### src/rtl/servo_pkg.sv
// Shared definitions for the servo tracking controller.
// Holds the duty-count limits, the frame and loss-timeout defaults, the
// tracking-law constants and the controller state encoding.
package servo_pkg;

    localparam int unsigned DUTY_W = 18;

    localparam int unsigned FRAME_CYC   = 2_000_000;  // 20 ms at 10 ns
    localparam int unsigned LOST_FRAMES = 250;        // 5 s of missing samples

    localparam logic [DUTY_W-1:0] DUTY_MIN  = 18'd50_000;
    localparam logic [DUTY_W-1:0] DUTY_MAX  = 18'd250_000;
    localparam logic [DUTY_W-1:0] DUTY_HOME = 18'd150_000;

    localparam logic [9:0] CTR_X = 10'd400;
    localparam logic [9:0] CTR_Y = 10'd240;

    localparam int unsigned DEADBAND = 16;
    localparam int unsigned KP       = 4;
    localparam int unsigned STEP_MAX = 2_500;

    typedef enum logic [1:0] {
        StHome,
        StTrack,
        StReturn
    } state_e;

endpackage

### src/rtl/servo_track_ctrl_if.sv
// Coordinate-in / duty-out bundle of the servo tracking controller.
//   x_pos, y_pos     : target coordinate from the detector
//   coor_valid_flag  : valid level, rising edge marks a new sample
//   frame_tick       : pulse on the last cycle of each servo frame
//   x_duty, y_duty   : pan / tilt duty counts to the PWM generator
//   duty_upd         : pulse in the cycle the duty registers take a new value
//   tracking         : high while tracking a target
// master = detector/PWM side, slave = controller.
interface servo_track_ctrl_if;

    logic [9:0]                  x_pos;
    logic [9:0]                  y_pos;
    logic                        coor_valid_flag;
    logic                        frame_tick;
    logic [servo_pkg::DUTY_W-1:0] x_duty;
    logic [servo_pkg::DUTY_W-1:0] y_duty;
    logic                        duty_upd;
    logic                        tracking;

    modport master (
        output x_pos, y_pos, coor_valid_flag,
        input  frame_tick, x_duty, y_duty, duty_upd, tracking
    );

    modport slave (
        input  x_pos, y_pos, coor_valid_flag,
        output frame_tick, x_duty, y_duty, duty_upd, tracking
    );

endinterface

### src/rtl/servo_axis_step.sv
// Combinational next-duty computation for one servo axis.
//   pos_i, ctr_i   : latched target pixel and axis centre
//   duty_i         : current duty count
//   dir_inv_i      : 1 = a positive pixel error decreases the duty
//   return_mode_i  : 1 = ramp toward DUTY_HOME instead of tracking
//   duty_o         : next duty count, saturated to [DUTY_MIN, DUTY_MAX]
module servo_axis_step
    import servo_pkg::*;
(
    input  logic [9:0]        pos_i,
    input  logic [9:0]        ctr_i,
    input  logic [DUTY_W-1:0] duty_i,
    input  logic              dir_inv_i,
    input  logic              return_mode_i,
    output logic [DUTY_W-1:0] duty_o
);

    localparam logic [18:0]        StepLim = 19'(STEP_MAX);
    localparam logic signed [19:0] MinS    = $signed(20'(DUTY_MIN));
    localparam logic signed [19:0] MaxS    = $signed(20'(DUTY_MAX));

    logic signed [10:0] err;
    logic [10:0]        err_abs;
    logic [18:0]        gain_step;
    logic [DUTY_W-1:0]  home_dist;
    logic [18:0]        step;
    logic               dec;
    logic signed [19:0] sum;

    always_comb begin
        err       = $signed({1'b0, pos_i}) - $signed({1'b0, ctr_i});
        err_abs   = err[10] ? 11'(-err) : 11'(err);
        gain_step = 19'(err_abs) * 19'(KP);
        home_dist = (duty_i > DUTY_HOME) ? (duty_i - DUTY_HOME) : (DUTY_HOME - duty_i);
        step      = '0;
        dec       = 1'b0;

        if (return_mode_i) begin
            dec  = duty_i > DUTY_HOME;
            step = (19'(home_dist) > StepLim) ? StepLim : 19'(home_dist);
        end else if (err_abs > 11'(DEADBAND)) begin
            step = (gain_step > StepLim) ? StepLim : gain_step;
            // Positive error moves the duty down when the axis is inverted.
            dec  = err[10] ? ~dir_inv_i : dir_inv_i;
        end

        // 20-bit signed sum cannot wrap, so clamping is exact at both ends.
        sum = dec ? ($signed({2'b00, duty_i}) - $signed({1'b0, step}))
                  : ($signed({2'b00, duty_i}) + $signed({1'b0, step}));

        if (sum < MinS) begin
            duty_o = DUTY_MIN;
        end else if (sum > MaxS) begin
            duty_o = DUTY_MAX;
        end else begin
            duty_o = sum[DUTY_W-1:0];
        end
    end

endmodule

### src/rtl/servo_track_ctrl.sv
// Pan/tilt servo scheduler between ball detection and the PWM generator.
// Latches the latest coordinate sample and, once per servo frame, applies a
// deadbanded, rate-limited, saturated duty update per axis. After LostFrames
// sample-less frames it ramps both axes back to DUTY_HOME.
//   clk, rst_n : clock and asynchronous active-low reset
//   trk_io     : coordinate inputs and duty/status outputs (slave side)
module servo_track_ctrl
    import servo_pkg::*;
#(
    parameter int unsigned FrameCyc   = FRAME_CYC,
    parameter int unsigned LostFrames = LOST_FRAMES
) (
    input logic               clk,
    input logic               rst_n,
    servo_track_ctrl_if.slave trk_io
);

    localparam int unsigned     CntW    = $clog2(FrameCyc);
    localparam int unsigned     LostW   = $clog2(LostFrames) + 1;
    localparam logic [CntW-1:0] CntLast = CntW'(FrameCyc - 1);

    logic [CntW-1:0]   cnt_q, cnt_d;
    logic              valid_q;
    logic              pending_q, pending_d;
    logic [9:0]        x_lat_q, y_lat_q;
    state_e            state_q, state_d;
    logic [LostW-1:0]  lost_q, lost_d;
    logic [DUTY_W-1:0] x_duty_q, x_duty_d, y_duty_q, y_duty_d;
    logic              upd_q, upd_d;
    logic              trk_q;

    logic              tick;
    logic              edge_det;
    logic              ret_mode;
    logic [DUTY_W-1:0] x_next, y_next;

    assign tick     = (cnt_q == CntLast);
    assign edge_det = trk_io.coor_valid_flag & ~valid_q;
    assign cnt_d    = tick ? '0 : cnt_q + 1'b1;
    // A new edge in the tick cycle re-arms pending for the next frame.
    assign pending_d = edge_det | (pending_q & ~tick);
    // A pending sample in RETURN takes priority over the home ramp.
    assign ret_mode  = (state_q == StReturn) & ~pending_q;

    servo_axis_step u_axis_x (
        .pos_i        (x_lat_q),
        .ctr_i        (CTR_X),
        .duty_i       (x_duty_q),
        .dir_inv_i    (1'b1),
        .return_mode_i(ret_mode),
        .duty_o       (x_next)
    );

    servo_axis_step u_axis_y (
        .pos_i        (y_lat_q),
        .ctr_i        (CTR_Y),
        .duty_i       (y_duty_q),
        .dir_inv_i    (1'b0),
        .return_mode_i(ret_mode),
        .duty_o       (y_next)
    );

    always_comb begin
        state_d  = state_q;
        lost_d   = lost_q;
        x_duty_d = x_duty_q;
        y_duty_d = y_duty_q;
        upd_d    = 1'b0;

        if (tick) begin
            case (state_q)
                StHome: begin
                    if (pending_q) begin
                        x_duty_d = x_next;
                        y_duty_d = y_next;
                        upd_d    = 1'b1;
                        lost_d   = '0;
                        state_d  = StTrack;
                    end
                end
                StTrack: begin
                    if (pending_q) begin
                        x_duty_d = x_next;
                        y_duty_d = y_next;
                        upd_d    = 1'b1;
                        lost_d   = '0;
                    end else begin
                        lost_d = lost_q + 1'b1;
                        if (lost_q == LostW'(LostFrames - 1)) begin
                            state_d = StReturn;
                        end
                    end
                end
                StReturn: begin
                    x_duty_d = x_next;
                    y_duty_d = y_next;
                    upd_d    = 1'b1;
                    if (pending_q) begin
                        lost_d  = '0;
                        state_d = StTrack;
                    end else if (x_next == DUTY_HOME && y_next == DUTY_HOME) begin
                        state_d = StHome;
                    end
                end
                default: state_d = StHome;
            endcase
        end
    end

    always_ff @(posedge clk or negedge rst_n) begin
        if (!rst_n) begin
            cnt_q     <= '0;
            valid_q   <= 1'b0;
            pending_q <= 1'b0;
            x_lat_q   <= '0;
            y_lat_q   <= '0;
            state_q   <= StHome;
            lost_q    <= '0;
            x_duty_q  <= DUTY_HOME;
            y_duty_q  <= DUTY_HOME;
            upd_q     <= 1'b0;
            trk_q     <= 1'b0;
        end else begin
            cnt_q     <= cnt_d;
            valid_q   <= trk_io.coor_valid_flag;
            pending_q <= pending_d;
            if (edge_det) begin
                x_lat_q <= trk_io.x_pos;
                y_lat_q <= trk_io.y_pos;
            end
            state_q  <= state_d;
            lost_q   <= lost_d;
            x_duty_q <= x_duty_d;
            y_duty_q <= y_duty_d;
            upd_q    <= upd_d;
            trk_q    <= (state_d == StTrack);
        end
    end

    assign trk_io.frame_tick = tick;
    assign trk_io.x_duty     = x_duty_q;
    assign trk_io.y_duty     = y_duty_q;
    assign trk_io.duty_upd   = upd_q;
    assign trk_io.tracking   = trk_q;

endmodule

### src/flat_wrapper.sv
// flat-port wrapper written by rule: the top's interface ports become plain ports
module servo_track_ctrl_flat import servo_pkg::*;
#(
    parameter int unsigned FrameCyc   = FRAME_CYC,
    parameter int unsigned LostFrames = LOST_FRAMES
)
  (clk, rst_n, trk_io_x_pos, trk_io_y_pos, trk_io_coor_valid_flag, trk_io_frame_tick, trk_io_x_duty, trk_io_y_duty, trk_io_duty_upd, trk_io_tracking);
  servo_track_ctrl_if trk_io_i ();
  input logic clk;
  input logic rst_n;
  input wire logic [$bits(trk_io_i.x_pos)-1:0] trk_io_x_pos;
  input wire logic [$bits(trk_io_i.y_pos)-1:0] trk_io_y_pos;
  input wire logic [$bits(trk_io_i.coor_valid_flag)-1:0] trk_io_coor_valid_flag;
  output wire logic [$bits(trk_io_i.frame_tick)-1:0] trk_io_frame_tick;
  output wire logic [$bits(trk_io_i.x_duty)-1:0] trk_io_x_duty;
  output wire logic [$bits(trk_io_i.y_duty)-1:0] trk_io_y_duty;
  output wire logic [$bits(trk_io_i.duty_upd)-1:0] trk_io_duty_upd;
  output wire logic [$bits(trk_io_i.tracking)-1:0] trk_io_tracking;
  assign trk_io_i.x_pos = trk_io_x_pos;
  assign trk_io_i.y_pos = trk_io_y_pos;
  assign trk_io_i.coor_valid_flag = trk_io_coor_valid_flag;
  assign trk_io_frame_tick = trk_io_i.frame_tick;
  assign trk_io_x_duty = trk_io_i.x_duty;
  assign trk_io_y_duty = trk_io_i.y_duty;
  assign trk_io_duty_upd = trk_io_i.duty_upd;
  assign trk_io_tracking = trk_io_i.tracking;
  servo_track_ctrl #(.FrameCyc(FrameCyc), .LostFrames(LostFrames)) u_core (.clk(clk), .rst_n(rst_n), .trk_io(trk_io_i));
endmodule
### config.mk
export PLATFORM = sky130hd
export DESIGN_NAME = servo_track_ctrl_flat
export DESIGN_NICKNAME = d
export VERILOG_FILES = /design/src/rtl/servo_pkg.sv /design/src/rtl/servo_track_ctrl_if.sv /design/src/rtl/servo_axis_step.sv /design/src/rtl/servo_track_ctrl.sv /design/src/flat_wrapper.sv
export SDC_FILE = /design/constraint.sdc
export NUM_CORES = 1
export LEC_CHECK = 0
export ABC_AREA = 1
export BUFFER_PORTS_ARGS = -buffer_cell sky130_fd_sc_hd__buf_2
export CORE_UTILIZATION = 58
export DETAILED_ROUTE_END_ITERATION = 10
export PLACE_DENSITY = 0.87
export SKIP_CTS_REPAIR_TIMING = 1
export SLEW_MARGIN = 10
export SYNTH_ARGS = -nofsm -noshare
export SYNTH_HDL_FRONTEND = slang
export SYNTH_SLANG_ARGS = --single-unit
### constraint.sdc
create_clock -name clk -period 9.1 [get_ports clk]
set_clock_uncertainty 0.05 [all_clocks]
set_input_delay 1.365 -clock clk [delete_from_list [all_inputs] [get_ports clk]]
set_output_delay 1.365 -clock clk [all_outputs]
set_load 0.005 [all_outputs]
**Word level (Yosys, flattened, before mapping)**

Index checks and enable logic that the tools add are counted.

- Register bits: 92
- Bits in latches: 0
- Memory bits (writable): 0
- Memory bits (read-only): 0
- Input bits: 23
- Output and inout bits: 39
- Logic and storage cells: 103
- Memories kept: 0

- Add/subtract/negate cells: 14
- $mul: 0
- Div/mod/pow operators: 0
- $lt $le $gt $ge: 12
- Equal/unequal tests: 9
- Shift operators: 0
- Multiplexer cells: 42
- Bitwise logic cells: 7
- Reduce and logical (&&, ||, !) cells: 8

Operator list:

| operator | number |
|---|---|
| 18-bit 2-to-1 mux | 12 |
| 18-bit one-hot mux with 2 select lines | 2 |
| 13-bit 2-to-1 mux | 4 |
| 18-bit by 19-bit adder with 20-bit output | 2 |
| 20-bit by 19-bit > comparator with 1-bit output, second input constant | 2 |
| 20-bit by 17-bit < comparator with 1-bit output, second input constant | 2 |
| 20-bit 2-to-1 mux | 2 |
| 18-bit by 19-bit subtractor with 20-bit output | 2 |
| 18-bit equality test, second input constant | 2 |
| 18-bit by 12-bit > comparator with 1-bit output, second input constant | 2 |
| 18-bit > comparator, second input constant | 2 |
| 18-bit subtractor, first input constant | 2 |
| 18-bit subtractor, second input constant | 2 |
| 13-bit by 12-bit > comparator with 1-bit output, second input constant | 2 |
| 11-bit by 5-bit > comparator with 1-bit output, second input constant | 2 |
| 11-bit 2-to-1 mux | 2 |
| 11-bit negator | 2 |
| 21-bit by 1-bit adder with 21-bit output, second input constant | 1 |
| 21-bit equality test, second input constant | 1 |
| 21-bit 2-to-1 mux | 1 |
| 9-bit 2-to-1 mux | 2 |
| 9-bit one-hot mux with 2 select lines | 1 |
| 2-bit 2-to-1 mux | 6 |
| 10-bit by 8-bit subtractor with 11-bit output, second input constant | 1 |
| other kinds (17) | 33 |

**Logic depth before layout (Yosys ltp)**

- Depth in word-level cells: 19
- Mapped depth: 54
- Gate-level depth less buffers: 50

**By module**

Synthesis repeated with hierarchy kept, for this count alone.

- Cell total of the unflattened synthesis: 2154
- Area, all modules: 13349.1 sq um

By module, submodules not included:

| module | instances | cells an instance | area an instance (sq um) | seq. area each (sq um) |
|---|---|---|---|---|
| servo_axis_step at u_core.u_axis_y | 1 | 846 | 4583.1 | 0.0 |
| servo_axis_step at u_core.u_axis_x | 1 | 834 | 4434.3 | 0.0 |
| servo_track_ctrl | 1 | 474 | 4331.7 | 2322.2 |

**Worst setup path before layout**

OpenSTA, ideal clock, no wires.

- Path kind: register to register
- From: reg u_core.y_duty_q[1] (netlist: u_core.trk_io.y_duty[1])
- To: reg u_core.trk_q (netlist: u_core.trk_io.tracking)
- Setup time: 0.069 ns
- Arrival time: 5.795 ns
- Required time: 8.981 ns
- Slack: 3.186 ns
- Stages on the path, launching flop included: 49
- Path buffers: 4
- Clock period less this slack: 5.914 ns
- Cells stage by stage: dfrtp_1 -> inv_1 -> ha_1 -> inv_1 -> nor3_1 -> nand4_1 -> and2_1 -> buf_2 -> buf_6 -> nand2_1 -> o21ai_0 -> o22ai_1 -> xor2_1 -> nand4_1 -> nor4_1 -> o21ai_0 -> nor2_1 -> inv_1 -> [... 13 more ...] -> nor2_1 -> nand2_1 -> nor2_2 -> nand2_1 -> nand2_1 -> nand3_2 -> buf_6 -> nand2_1 -> nand2_1 -> nor2_1 -> nand2_1 -> nor2_2 -> nand3_1 -> nand2_1 -> nand2_1 -> nand2_1 -> nand2_2 -> nor2_2

- Longest elaborated chain between the ends: 17
- Elaborated cells on any way between the ends: 22
- Classes of those cells: 4 x add/sub; 4 x order compare; 2 x eq/ne; 11 x mux; 1 x reduce/logical

Ends and longest elaborated chain:

| element | RTL line | source |
|---|---|---|
| start, declared | servo_track_ctrl.sv:28 | `logic [DUTY_W-1:0] x_duty_q, x_duty_d, y_duty_q, y_duty_d;` |
| start signal, assigned | servo_track_ctrl.sv:134 | `y_duty_q <= y_duty_d;` |
| 18-bit subtractor or 18-bit > comparator (tied branches) | servo_axis_step.sv:34, servo_axis_step.sv:39 |  |
| 18-bit 2-to-1 mux | servo_axis_step.sv:34 | `home_dist = (duty_i > DUTY_HOME) ? (duty_i - DUTY_HOME) : (DUTY_HOME - duty_i);` |
| 18-bit by 12-bit > comparator with 1-bit output | servo_axis_step.sv:40 | `step = (19'(home_dist) > StepLim) ? StepLim : 19'(home_dist);` |
| 18-bit 2-to-1 mux | servo_axis_step.sv:40 |  |
| 18-bit 2-to-1 mux | servo_axis_step.sv:38 | `if (return_mode_i) begin` |
| 18-bit by 19-bit adder with 20-bit output or 18-bit by 19-bit subtractor with 20-bit output (tied branches) | servo_axis_step.sv:49, servo_axis_step.sv:48 |  |
| 20-bit 2-to-1 mux * | servo_axis_step.sv:48 | `sum = dec ? ($signed({2'b00, duty_i}) - $signed({1'b0, step}))` |
| 20-bit by 19-bit > comparator with 1-bit output | servo_axis_step.sv:53 | `end else if (sum > MaxS) begin` |
| [... 2 more ...] | - |  |
| 18-bit equality test * | servo_track_ctrl.sv:101 | `end else if (x_next == DUTY_HOME && y_next == DUTY_HOME) begin` |
| 1-bit logical AND * | servo_track_ctrl.sv:101 |  |
| 2-bit 2-to-1 mux * | servo_track_ctrl.sv:101 |  |
| 2-bit 2-to-1 mux * | servo_track_ctrl.sv:98 | `if (pending_q) begin` |
| 2-bit one-hot mux with 3 select lines * | servo_track_ctrl.sv:71 | `case (state_q)` |
| 2-bit 2-to-1 mux * | servo_track_ctrl.sv:70 | `if (tick) begin` |
| net u_core.state_d[1] | servo_track_ctrl.sv:26 | `state_e state_q, state_d;` |
| 2-bit by 1-bit equality test with 1-bit output * | servo_track_ctrl.sv:136 | `trk_q <= (state_d == StTrack);` |
| end signal, assigned | servo_track_ctrl.sv:136 |  |
| end, declared | servo_track_ctrl.sv:30 | `logic trk_q;` |

Mark *: on every way through the listed nets, which the timed path passes. The rest lies on a longest branch.
A chain may end at the register's enable or synchronous reset.

**Worst setup path in the final report**

- From: reg u_core.y_duty_q[4] (netlist: u_core.trk_io.y_duty[4])
- To: reg u_core.trk_q (netlist: u_core.trk_io.tracking)

Same word-level chain as after synthesis.

==> flow_summary.ini <==
[run_status]
outcome = complete, no violations

[routing]
vias_per_cell = 5.81
ant_nets = 0
via_count = 13500
wirelength_um = 37900
initialDrtViolationCount = 1714
route.met2.wl_um = 16400
first_pass_iters = 6
m1WireLength_um = 15700
route.detailed.drc = 0
routed.top_layer = met4
wl_per_cell_um = 16.4
wl_met3_um = 4130

[placed_design]
dp_hpwl_um = 30600
dp.cells = 2302
place_congestion = 1.10
portBuffers = 61

[setup_path]
cpMostUsedCell = nand2_1
slowest_stage = and2_1
cp.arrival_ns = 8.39
criticalPathCategory = reg2reg
cp-end-kind = flop
timing.reg2reg.setup_slack_ns = 0.93
crit_path_max_fanout = 23
crit_buf_inv = 4
cp_top_family = simple AND/OR/NAND/NOR gates
startpoint_type = flop
cpPeakStageDelay_ns = 0.70
crit_required_ns = 9.32

[cts]
h-tree-depth = 3
clockBufferDepth = 2
clk_latency_ns = 0.34
root_buffer = clkbuf_16
clk_pin_slew_worst_paths_ns = 0.06
cts_made_buffers = 9
cts_tree = built
clock-sinks = 92

[synthesis]
synth_cells = 1977
ys_seq_area_frac = 0.193
async_flop_share = 1.00
synth.top_cell.area_share = 0.158
synth_common_cells = 482 x nand2_1, 294 x inv_1, 241 x nor2_1, 145 x a21oi_1, 128 x nand3_1
syn-mean-instance-area_um2 = 6.09
synth-seq-cells = 92
synth_edf_count = 0
synth_flop_cell = dfrtp_1
synth_most_common_cell = nand2_1
synth.distinct_cells = 64
yosys_warnings = 0
synth_top_area_cell = dfrtp_1
synth_area_leaders = dfrtp_1 16%, nand2_1 15%, ha_1 9.4%
syn_area_um2 = 12000

[cells_and_area]
area.sequential_um2 = 2320
drive_above_1_share = 0.0742
antenna_cells = 0
layout.nets = 2160
n_fill_cell = 1967
multi_input_area_um2 = 8450
final_cells = 2318
area_growth_pct = 6.91
fin_util = 0.634

[pwr]
power_mw = 2.02
peakVddDrop_v = 0.000117
power_density_nw_per_um2 = 157
cellLeakagePower_nw = 6.57

[die]
ios = 62
num_rows = 52
core-area_um2 = 20300
fp.dieW_um = 146
fp.dieH_um = 146
dieArea_um2 = 21300
start_util = 0.593

[global_routing]
antenna_found_initial = 0
grt_pass1_vias = 12600
grt_overflow = 0
grt_use_total = 0.355
grt_pass1_wl_um = 61300
grt_max_degree = 81

[sta]
report.final.setup_viol = 0
report.final.slew_viol_count = 0
finalHoldViolCount = 0
timing.setup.tns_ns = 0
min_period_over_period = 0.897
worst_hold_slack_ns = 0.419
max_freq_ghz = 0.122
fin_crit_ns = 8.17
grt_setup_unrepaired = false
worst_pin_slew_ns = 0.994
slew_headroom = 0.337

[job]
drv_cap = 0

[hold_path]
hp-class = reg2reg
## area by class of cell
type	count	share of cell area
multi-input combinational	1568	0.657
timing repair buffer	66	0.0268
inverter	306	0.0894
tap	270	0.0262
clock inverter	2	0.000778
clock buffer	14	0.0197
sequential	92	0.180
## per-stage QoR
step	cell area (um^2)	worst slack, ns
2_1_floorplan	12100	3.19
3_3_place_gp	12600	1.43
3_5_place_dp	12600	1.30
4_1_cts	12900	1.27
5_1_grt	12900	0.275
6_report	12900	0.933
## kinds of logic after synthesis
kind of cell,count (synthesis),synth area share
simple gates,994,0.357
compound gates,360,0.168
buf+inv,343,0.114
fa+ha+maj,94,0.100
flops,92,0.193
xor+xnor,88,0.0640
mux,4,0.00353
other cells,2,0.000624
## layer usage
metal,vias up,track usage
met5,-,0
met4,0,0.163
met3,144,0.0894
met2,682,0.554
met1,6114,0.463
li1,6523,-
## flip-flops by register name, indices dropped and copies added, names as in the netlist, 2 cells and up
register              count
u_core.trk_io.y_duty     18
u_core.trk_io.x_duty     18
u_core.cnt_q             21
u_core.state_q            2
u_core.y_lat_q           10
u_core.x_lat_q           10
u_core.lost_q             9
## cells in the final DEF, fill, tap and decap left out, drive strengths merged, types with 19 or more instances in the layout
| cell | count |
|---|---|
| conb | 28 |
| nand3 | 134 |
| nor2 | 250 |
| o21ai | 124 |
| nand2 | 503 |
| dfrtp | 76 |
| inv | 302 |
| o22ai | 19 |
| nor3 | 43 |
| buf | 66 |
| nand4 | 31 |
| ha | 90 |
| xor2 | 83 |
| a21oi | 150 |
## worst paths after layout
| check | to | startpoint | cells past startpoint |
|---|---|---|---|
| min reg2reg | u_core.cnt_q[0]$_DFF_PN0_ | u_core.cnt_q[0]$_DFF_PN0_ | 1 |
| max in group asynchronous | u_core.trk_io.y_duty[2]$_DFFE_PN0P_ | rst_n | 2 |
| min | u_core.cnt_q[0]$_DFF_PN0_ | u_core.cnt_q[0]$_DFF_PN0_ | 1 |
| max | u_core.trk_io.tracking$_DFF_PN0_ | u_core.trk_io.y_duty[4]$_DFFE_PN1P_ | 44 |
| min in group asynchronous | u_core.trk_io.x_duty[0]$_DFFE_PN0P_ | rst_n | 1 |
| max reg2reg | u_core.trk_io.tracking$_DFF_PN0_ | u_core.trk_io.y_duty[4]$_DFFE_PN1P_ | 44 |
## worst reg2reg max path: cells and delay by family (launching register included)
family | cells | cell delay (ns)
compound gates | 5 | 1.20
simple gates | 31 | 4.32
flops | 1 | 0.66
fa+ha+maj | 3 | 0.94
xor+xnor | 1 | 0.17
buf+inv | 4 | 0.77
## report_power, final
part | total (mW) | internal [mW] | switching [mW] | leakage (nW)
sequential | 0.433 | 0.421 | 0.0118 | 1.04
clock | 0.343 | 0.192 | 0.150 | 0.131
combinational | 1.24 | 0.375 | 0.869 | 5.40
Power figures use the tool's default switching activity.
